--- src/rtl/time_load_ctrl.sv ---
// Seconds prescaler and MSF frame load sequencer for the BCD digits.
// Ports: clk_i/rst_ni, frame_valid_i + BCD fields, minute_mark_i,
//   inc_o, load_o, load values, synced_o, err_o.
// Optional: TIME_LOAD_CTRL_BCD_CHECK_EN enables frame range checking.
module time_load_ctrl #(
  parameter int CLK_HZ        = 10000,
  parameter int ARM_TIMEOUT_S = 62
) (
  input  logic       clk_i,
  input  logic       rst_ni,
  input  logic       frame_valid_i,
  input  logic [3:0] min_units_i,
  input  logic [2:0] min_tens_i,
  input  logic [3:0] hour_units_i,
  input  logic [1:0] hour_tens_i,
  input  logic       minute_mark_i,
  output logic       inc_o,
  output logic       load_o,
  output logic [3:0] min_units_o,
  output logic [2:0] min_tens_o,
  output logic [3:0] hour_units_o,
  output logic [1:0] hour_tens_o,
  output logic       synced_o,
  output logic       err_o
);

  localparam int CW = $clog2(CLK_HZ);
  localparam int TW = $clog2(ARM_TIMEOUT_S + 1);

  typedef enum logic [1:0] {
    IDLE,
    ARMED,
    LOAD
  } state_t;

  state_t          state_q, state_d;
  logic [CW-1:0]   cnt_q;
  logic [TW-1:0]   tmo_q, tmo_d;
  logic [3:0]      f_mu_q, f_hu_q;
  logic [2:0]      f_mt_q;
  logic [1:0]      f_ht_q;
  logic            inc_q, err_q, synced_q;
  logic            wrap, frame_ok;
  logic            latch, go_load, err_d;

  assign wrap = (cnt_q == CW'(CLK_HZ - 1));

`ifdef TIME_LOAD_CTRL_BCD_CHECK_EN
  assign frame_ok = (min_tens_i <= 3'd5)
                 && (min_units_i <= 4'd9)
                 && (hour_tens_i <= 2'd2)
                 && (hour_units_i <= 4'd9)
                 && !((hour_tens_i == 2'd2)
                      && (hour_units_i > 4'd3));
`else
  assign frame_ok = 1'b1;
`endif

  always_comb begin
    state_d = state_q;
    tmo_d   = tmo_q;
    latch   = 1'b0;
    go_load = 1'b0;
    err_d   = 1'b0;
    unique case (state_q)
      IDLE: begin
        if (frame_valid_i) begin
          if (frame_ok) begin
            latch   = 1'b1;
            tmo_d   = '0;
            state_d = ARMED;
          end else begin
            err_d = 1'b1;
          end
        end
      end
      ARMED: begin
        // Marker wins over a new frame and over expiry.
        if (minute_mark_i) begin
          go_load = 1'b1;
          tmo_d   = '0;
          state_d = LOAD;
        end else if (frame_valid_i && frame_ok) begin
          latch = 1'b1;
          tmo_d = '0;
        end else begin
          err_d = frame_valid_i;
          if (wrap) begin
            if (tmo_q == TW'(ARM_TIMEOUT_S - 1)) begin
              tmo_d   = '0;
              state_d = IDLE;
            end else begin
              tmo_d = tmo_q + TW'(1);
            end
          end
        end
      end
      LOAD: begin
        state_d = IDLE;
      end
      default: begin
        state_d = IDLE;
      end
    endcase
  end

  always_ff @(posedge clk_i or negedge rst_ni) begin
    if (!rst_ni) begin
      state_q <= IDLE;
      tmo_q   <= '0;
    end else begin
      state_q <= state_d;
      tmo_q   <= tmo_d;
    end
  end

  // Clearing cnt on entry to LOAD realigns the second to the marker.
  always_ff @(posedge clk_i or negedge rst_ni) begin
    if (!rst_ni) begin
      cnt_q <= '0;
      inc_q <= 1'b0;
    end else begin
      cnt_q <= (go_load || wrap) ? '0 : cnt_q + CW'(1);
      inc_q <= wrap && !go_load;
    end
  end

  always_ff @(posedge clk_i or negedge rst_ni) begin
    if (!rst_ni) begin
      f_mu_q <= '0;
      f_mt_q <= '0;
      f_hu_q <= '0;
      f_ht_q <= '0;
    end else if (latch) begin
      f_mu_q <= min_units_i;
      f_mt_q <= min_tens_i;
      f_hu_q <= hour_units_i;
      f_ht_q <= hour_tens_i;
    end
  end

  always_ff @(posedge clk_i or negedge rst_ni) begin
    if (!rst_ni) begin
      min_units_o  <= '0;
      min_tens_o   <= '0;
      hour_units_o <= '0;
      hour_tens_o  <= '0;
      synced_q     <= 1'b0;
      err_q        <= 1'b0;
    end else begin
      if (go_load) begin
        min_units_o  <= f_mu_q;
        min_tens_o   <= f_mt_q;
        hour_units_o <= f_hu_q;
        hour_tens_o  <= f_ht_q;
      end
      synced_q <= synced_q | go_load;
      err_q    <= err_d;
    end
  end

  assign inc_o    = inc_q;
  assign load_o   = (state_q == LOAD);
  assign synced_o = synced_q;
`ifdef TIME_LOAD_CTRL_BCD_CHECK_EN
  assign err_o    = err_q;
`else
  assign err_o    = 1'b0;
`endif

endmodule

--- config.mk ---
export PLATFORM = sky130hd
export DESIGN_NAME = time_load_ctrl
export DESIGN_NICKNAME = d
export VERILOG_FILES = /design/src/rtl/time_load_ctrl.sv
export SDC_FILE = /design/constraint.sdc
export NUM_CORES = 1
export LEC_CHECK = 0
export CAP_MARGIN = 40
export CORE_ASPECT_RATIO = 0.9
export CORE_MARGIN = 2
export CORE_UTILIZATION = 36
export CTS_CLUSTER_DIAMETER = 80
export DETAILED_ROUTE_END_ITERATION = 7
export GPL_ROUTABILITY_DRIVEN = 0
export PLACE_DENSITY_LB_ADDON = 0.05
export SLEW_MARGIN = 20
export SYNTH_ARGS = -nofsm -noshare
export SYNTH_HDL_FRONTEND = slang
export SYNTH_SLANG_ARGS = --single-unit
--- constraint.sdc ---
create_clock -name clk_i -period 4.7 [get_ports clk_i]
set_clock_uncertainty 0.05 [all_clocks]
set_input_delay 0.47 -clock clk_i [delete_from_list [all_inputs] [get_ports clk_i]]
set_output_delay 0.47 -clock clk_i [all_outputs]
set_load 0.01 [all_outputs]
# ---- After elaboration in Yosys (flattened, before gate mapping)
# Cells that the tools add are included.
dict set report word_totals {
  reg_bits 50
  input_bits 17
  output_inout_bits 17
  word_cells 50
}
dict set report op_classes {
  addsub 2
  eq_ne 9
  mux 18
  bitwise 1
  reduce_logical 7
}
# operator count
set ops {}
lappend ops {{6-bit 2-to-1 mux} 5}
lappend ops {{14-bit by 1-bit adder with 14-bit output (second input constant)} 1}
lappend ops {{14-bit equality test (second input constant)} 1}
lappend ops {{14-bit 2-to-1 mux} 1}
lappend ops {{6-bit one-hot mux with 2 select lines} 1}
lappend ops {{2-bit 2-to-1 mux} 5}
lappend ops {{3-bit inequality test (second input constant)} 3}
lappend ops {{6-bit by 1-bit adder with 6-bit output (second input constant)} 1}
lappend ops {{6-bit equality test (second input constant)} 1}
lappend ops {{1-bit 2-to-1 mux} 4}
lappend ops {{4-bit inequality test (second input constant)} 1}
lappend ops {{2-bit one-hot mux with 2 select lines} 1}
lappend ops {{4-bit AND reduction} 1}
lappend ops {{3-bit AND reduction} 1}
lappend ops {{2-bit by 1-bit equality test with 1-bit output (second input constant)} 1}
lappend ops {{2-bit equality test (second input constant)} 1}
lappend ops {{2-bit logical NOT} 1}
lappend ops {{2-bit inequality test (second input constant)} 1}
lappend ops {{1-bit one-hot mux with 2 select lines} 1}
lappend ops {{2-bit nonzero test} 1}
lappend ops {{1-bit logical AND} 1}
lappend ops {{1-bit logical NOT} 1}
lappend ops {{1-bit logical OR} 1}
lappend ops {{1-bit OR} 1}

# ---- Depth between registers and ports, before layout
# Gate-level depths: netlist (run 1).
dict set report depth {
  ltp_word 6
  ltp_mapped 7
  ltp_nobuf 6
}

# ---- Least setup slack after synthesis (run 1)
# Ideal clock, no wire load.
dict set report synth_path {
  kind {register to register}
  start {register cnt_q[7]}
  end {register state_q[0]}
  setup_time_ns 0.135
  arrival_time_ns 1.820
  required_ns 4.515
  path_slack_ns 2.694
  stages_incl_launch_ff 5
  n_path_buf 0
  period_less_slack_ns 2.006
  path_cell_list {dfrtp_1 or4_4 or4_4 o31ai_1 a221oi_1}
}
dict set report synth_via {
  elab_chain_cells 3
}
# item line
set synth_rtl {}
lappend synth_rtl {{start, declared} 37} ;# logic [CW-1:0] cnt_q;
lappend synth_rtl {{start signal, assigned} 123} ;# cnt_q <= (go_load || wrap) ? '0 : cnt_q + CW'(1);
lappend synth_rtl {{14-bit equality test} 46} ;# assign wrap = (cnt_q == CW'(CLK_HZ - 1));
lappend synth_rtl {{3-bit inequality test (no line)} -}
lappend synth_rtl {{4-bit AND reduction (no line)} -}
lappend synth_rtl {{end signal, assigned} 112} ;# state_q <= state_d;
lappend synth_rtl {{end, declared} 36} ;# state_t state_q, state_d;
# No other way between the ends.
# A chain may end at the register's enable or synchronous reset.

# ---- Worst setup path after layout (run 1)
dict set report layout_path {
  start {register cnt_q[7]}
  end {register cnt_q[5]}
}
dict set report layout_via {
  elab_chain_cells 3
}
# item line
set layout_rtl {}
lappend layout_rtl {{14-bit equality test} 46}
lappend layout_rtl {{1-bit logical OR} 123}
lappend layout_rtl {{14-bit 2-to-1 mux} 123}
# No other way between the ends.

==> results of run 1 <==
## flip-flops by register name (all words and copies together) (netlist names), 3 cells and up
| name | flops |
|---|---|
| f_hu_q | 4 |
| f_mu_q | 4 |
| min_units_o | 4 |
| min_tens_o | 3 |
| tmo_q | 6 |
| f_mt_q | 3 |
| hour_units_o | 4 |
| cnt_q | 14 |
## power groups by stage
stage	Combinational, mW	Sequential (mW)	Clock [mW]
finish	0.387	0.630	0.265
global placement	0.392	0.638	0
CTS	0.395	0.630	0.273
detailed placement	0.393	0.638	0
global route	0.434	0.649	0.293
floorplan	0.202	0.649	0
## synthesized netlist by cell type, types with 2 or more instances
master / number / area, um2
nand3_1: 7 / 35.03
nor4_1: 3 / 18.77
mux2_2: 14 / 157.7
nor2b_1: 2 / 12.51
nand2_1: 45 / 168.9
dfrtp_1: 50 / 1251
buf_4: 2 / 15.01
nor2_1: 20 / 75.07
a21oi_1: 2 / 10.01
nand4_1: 3 / 18.77
or4_4: 2 / 22.52
ha_1: 3 / 37.54
xor2_1: 2 / 17.52
o21bai_1: 2 / 15.01
xnor2_1: 10 / 87.58
clkbuf_1: 3 / 11.26
nor3b_1: 2 / 15.01
nor3_1: 6 / 30.03
inv_1: 5 / 18.77
o2bb2ai_1: 4 / 35.03
## per-stage QoR
stage / hold WS [ns] / area (um2) / utilization, % / power (mW)
finish: 0.2098 / 2675 / 46.20 / 1.282
global route: 0.2516 / 2675 / 46.20 / 1.376
CTS: 0.2452 / 2675 / 46.20 / 1.299
detailed placement: 0.4020 / 2580 / 44.55 / 1.031
global placement: 0.3960 / 2580 / 44.55 / 1.030
floorplan: 0.1244 / 2200 / - / 0.8506
## worst max-delay path by stage
stage	startpoint	to	slack (ns)	cells after the start
after detailed placement	frame_valid_i	tmo_q[1]	2.29	4
after floorplan	cnt_q[7]	state_q[0]	2.69	4
after CTS	cnt_q[7]	cnt_q[5]	2.46	4
after global routing	cnt_q[7]	cnt_q[6]	2.39	4
final	cnt_q[7]	cnt_q[5]	2.49	4
after global placement	frame_valid_i	tmo_q[1]	2.29	4
## layer usage
layer  wire length [um]  up-vias  GRT usage, %
met5                  0        -             0
met3                171        4         3.575
met1               2194      708         19.61
met2               1737       26         19.62
li1                   -      761             -
met4                 35        0         3.750
## layout make-up
class                           instances  area, um2
Clock buffer                            6      82.58
Clock inverter                          2      12.51
Fill cell                             551       3115
Inverter                                5      18.77
Multi-Input combinational cell        144      899.6
Sequential cell                        50       1251
Tap cell                               70      87.58
Timing Repair Buffer                   33      322.8
## cells by family (layout without fill, tap and decap cells)
group / count (synthesis) / count (layout) / share of synthesized area, %
and+or+nand+nor: 98 / 98 / 21.50
DFF: 50 / 50 / 56.88
AOI/OAI and AO/OA: 15 / 15 / 5.120
muxes: 15 / 15 / 7.622
xor gates and xnor gates: 12 / 12 / 4.778
buffers and inverters: 11 / 46 / 2.218
adders and majority gates: 3 / 3 / 1.707
other: 1 / 1 / 0.1705
==> results.md, run 1 <==
- Number of synthesized register bits: 50
- R2R Setup Slk: 2.49 ns
- Synth async-reset ratio: 100.0%
- Critical path capture point type: flip-flop
- HP Class: in2async
- Worst r2r path cells: 4
- Critical path startpoint category: flip-flop
- Wire per inst: between 10 and 15 um
- Hpwl dp: 2726 um
- Number of port buffers: 32
- Full die area: 6752 um2
- Die X: 86.40 um
- Rel. slew slack: 54.17%
- Most frequent cells in the layout: dfrtp_1 (50), nand2_1 (45), clkdlybuf4s50_1 (31)
- Post-cts resize count: 0
- # DRC: 0
- Core Region: 5791 um2
- Clk pwr share: between 20% and 30%
- R2R Path Start: cnt_q[7]
- Tcrit/Tclk final: a little under half
- Register area share after synthesis: 56.88%
- CTS tree: done
- Worst-path fanout max: 12
- Slew Limit Fails: 0
- Ratio of routed vias to standard cells: 4.835
- Clk slew on worst S/H paths: 0.09 ns
- Ys Warns: 0
- Status: completed
- Mapped cell area: 2200 um2
- RSZ-0062 raised after global routing: false
- CP Buf/Inv Count: 0
- Initial Util: 37.99%
- Final wirelength: 4138 um
- Slowest CP cell: or4_4
- Final hold vios: 0
- # diodes: 0
- Comb pwr share: 30.2%
- CTS sink count: 50
- Commonest non-fill, non-tap cell in the layout: dfrtp_1
- Number of max-cap violations: 0
- Number of global-route vias before repair: 1,534
- Final Setup Violations: 0
- Crit path arrival time: 2.34 ns
- Synth-to-Final Area Change: 21.62%
- Skew-Pair Late Insertion Delay: 0.30 ns
- Drt first pass iters: 4
- Largest net degree at the start of global routing: between 50 and 60
- Tmin final: 2.214 ns
- Post-CTS Setup Inserts: 0
- Post-route insts no fill: 310
- PwrDens: about 480 nW/um2
- Seq pwr share: between 40% and 50%
- CP max stage delay: between 0.5 and 0.6 ns
- First DRT Iteration DRCs: 74
- Top Family by Delay on Critical Path: simple AND/OR/NAND/NOR gates
- ANT nets after route: 0
- Share of cells above drive strength 1: 12.92%
- First-pass GRT wire length: 7238 um
- Sw Ratio: 31.59%
- PnR worst setup slack: approximately 2.5 ns
- Final setup TNS: 0 ns
- Clk root buf: clkbuf_8
- CTS buffer count: 5
- I/O pin cnt: 34
- Max Clk Rate: ~0.45 GHz
- Largest buffer count on any clock path: 2
- Critical Path RT: 4.83 ns
- Max H-tree Level: 2
- Library cells used by synthesis: 38
- Antenna violations before repair: 0
- Dpl cells: 302
- Cell row count: 26
- Ys flop type: dfrtp_1
- Net Sw Power: between 0.4 and 0.5 mW
- Die H: 78.16 um
- Static Leakage: 1.167 nW
- Hold_buf cts: 0
- Most used cell, CP: or4_4
- Setup WS pre-CTS: 2.290 ns
- Int Power: 0.8768 mW
- Global route overflow: 0
- Measured slew at the worst slew-check pin: 0.6854 ns
- Synth Net Count: ~230
- Number of synthesized flops with an enable pin: 0
- Crit-path cells: or4_4 -> or4_4 -> nand2_1 -> nor2_1
- Worst r2r dst: cnt_q[5]
- Gr usage total: ~13%
- Via count: around 1,500
- Gate count of the mapped netlist: 205
- Synth Area per Inst: 10.73 um2
- Critical path class: reg2reg
- NumNets Final: 259
- Peak VDD IR: between 200 and 250 uV
No activity file was read; power rests on OpenSTA's default activity.
==> run 2, diff against run 1 <==
==> constraint.sdc (replaced) <==
create_clock -name clk_i -period 2.2 [get_ports clk_i]
set_clock_uncertainty 0.05 [all_clocks]
set_input_delay 0.22 -clock clk_i [delete_from_list [all_inputs] [get_ports clk_i]]
set_output_delay 0.22 -clock clk_i [all_outputs]
set_load 0.01 [all_outputs]
==> run 2 against run 1 <==
Against the previous run: hold slack better by 0.20 ns; cell area is 4.7% higher; global-route usage is 0.11 points lower; fmax is 5.2% higher; critical endpoint is now state_q[0]; via count is 4.3% higher; utilization is 2.2 points higher; worst setup slack worse by 2.4 ns; sequential share of layout area is 2.1 points lower; clock-buffer cell count stayed put; die area stayed put; register-to-register slack worse by 2.4 ns; highest routed layer unchanged.
==> results.md, run 2 (synthesis gave the netlist of run 1 again) <==
- Core Region: 5791 um2 (unchanged)
- Area of the multi-input gates: 904.6 um2 (+0.56%)
- Ratio of routed vias to standard cells: 4.857 (+0.45%)
- Max Clk Rate: 0.4751 GHz (+5.2%)
- Sw Ratio: 30.21% (-1.4 points)
- Top Layer Used: met4
- First DRT Iteration DRCs: 81 (+9.5%)
- Most frequent cells in the layout: dfrtp_1 (50), nand2_1 (45), clkdlybuf4s50_1 (31)
- Wire length on met3: 160 um (-6.4%)
- # diodes: 0 (unchanged)
- # fillers: 574 (+4.2%)
- Status: completed
- Measured slew at the worst slew-check pin: 0.6112 ns (-0.07419 ns)
- Worst-path fanout max: 5 (-7)
- Share of cells above drive strength 1: 16.67% (+3.7 points)
- Wire per inst: 13.24 um (-0.84%)
- Die X: 86.40 um (unchanged)
- Most flops, register: cnt_q
- CTS sink count: 50 (unchanged)
- Largest registers: cnt_q x14, tmo_q x6
- Clk pwr share: 22.3% (+1.6 points)
- Metal2 WL: 1803 um (+3.8%)
- Global route overflow: 0 (unchanged)
- Antenna violations before repair: 0 (unchanged)
- Max H-tree Level: 2 (unchanged)
- Largest net degree at the start of global routing: 27 (-47%)
- Largest buffer count on any clock path: 2 (unchanged)
- Slew Limit Fails: 0 (unchanged)
- Peak VDD IR: 389.6 uV (+74%)
- Crit path arrival time: 2.23 ns (-0.11 ns)
- Post-CTS Setup Inserts: 0 (unchanged)
- CTS tree: done
- Cell row count: 26 (unchanged)
- # DRC: 0 (unchanged)
- Drt first pass iters: 4 (unchanged)
- Critical path class: reg2reg
- Final hold vios: 0 (unchanged)
- Critical Path RT: 2.32 ns (-2.51 ns)
- Synth-to-Final Area Change: 27.30%
- Number of global-route vias before repair: 1,475 (-3.8%)
- Comb pwr share: 31.1% (+0.9 points)
- Clk slew on worst S/H paths: 0.09 ns (about the same)
- Initial Util: 37.99% (unchanged)
- Number of max-cap violations: 0 (unchanged)
- Final setup TNS: 0 ns (unchanged)
- Seq pwr share: 46.6% (-2.5 points)
- Tmin final: 2.105 ns (-0.1085 ns)
- Commonest non-fill, non-tap cell in the layout: dfrtp_1
- Final Setup Violations: 0 (unchanged)
- Final core utilization: 48.36% (+2.2 points)
- Final wirelength: 4262 um (+3.0%)
- Tcrit/Tclk final: 95.68% (+49 points)
- Met1 wire length: 2248 um (+2.5%)
- Hpwl dp: 3008 um (+10%)
- Skew-Pair Late Insertion Delay: 0.30 ns (about the same)
- HP Class: in2async
- Sequential cell area: 1251 um2 (unchanged)
- Via count: 1,564 (+4.3%)
- Die H: 78.16 um (unchanged)
- Net Sw Power: 0.8700 mW (+110%)
- CTS buffer count: 5 (unchanged)
- Gr usage total: 13.32% (-0.11 points)
- I/O pin cnt: 34 (unchanged)
- Critical path startpoint category: flip-flop
- Clk root buf: clkbuf_8
- ANT nets after route: 0 (unchanged)
- PwrDens: 1028 nW/um2 (+110%)
- RSZ-0062 raised after global routing: false
- First-pass GRT wire length: 7176 um (-0.86%)
- NumNets Final: 271 (+4.6%)
- Number of port buffers: 32 (unchanged)
- Critical path capture point type: flip-flop
- Static Leakage: 1.235 nW (+5.9%)
- Full die area: 6752 um2 (unchanged)
- Int Power: 2.010 mW (+130%)
- Max FFs per register: 14 (unchanged)
- Rel. slew slack: 59.25% (+5.1 points)
run 2: cell type report:
class	count	area share (%)
clock inverter	2	1.340
multi-input combinational	144	32.31
inverter	5	0.6702
clock buffer	6	2.592
sequential	50	44.68
tap	70	3.128
timing repair buffer	45	15.28
run 2: metrics by stage:
step           hold slack, ns  std cells  worst slack [ns]  area [um2]  power [mW]
2_1_floorplan         -0.1256        205            0.1943        2200       1.817
3_3_place_gp           0.2171        313            0.1130        2675       2.264
3_5_place_dp           0.2262        313           0.08393        2675       2.266
4_1_cts                0.4202        322           0.07400        2795       2.925
5_1_grt                0.4392        322          0.005004        2800       3.094
6_report               0.4120        322           0.09496        2800       2.880
run 2: worst max-delay path, stage by stage, from the launching register on:
cell and delay (ns):
dfrtp_1 0.42, or4_4 0.57, or4_4 0.57, o31ai_2 0.26, a221oi_1 0.10
run 2: timing repair:
action                                 in CTS  in global routing
hold buffers                                1                  0
endpoints found under the hold margin      25                  0
setup endpoints to repair                   0                  1
resized for setup                           0                  1
run 2: power by group through the flow:
stage | registers (mW) | clock network [mW] | logic, mW
CTS | 1.34 | 0.671 | 0.911
floorplan | 1.39 | 0 | 0.431
detailed placement | 1.36 | 0 | 0.905
global placement | 1.36 | 0 | 0.905
global route | 1.38 | 0.710 | 1.00
finish | 1.34 | 0.643 | 0.895
run 2: worst paths after layout:
path,start,endpoint,slack [ns],cells after the start
setup reg to reg,cnt_q[7],state_q[0],0.09,4
setup / recovery,cnt_q[7],state_q[0],0.09,4
min in group clk_i,f_hu_q[2],hour_units_o[2],0.41,2
hold / removal,rst_ni,state_q[1],0.41,2
hold reg to reg,f_hu_q[2],hour_units_o[2],0.41,2
max in group asynchronous,rst_ni,cnt_q[3],1.14,3
run 2: per-layer routing:
layer | global-route usage (%) | vias to the layer above
met5 | 0 | -
met4 | 4.219 | 0
met3 | 3.155 | 6
met2 | 18.85 | 30
met1 | 20.03 | 749
li1 | - | 779
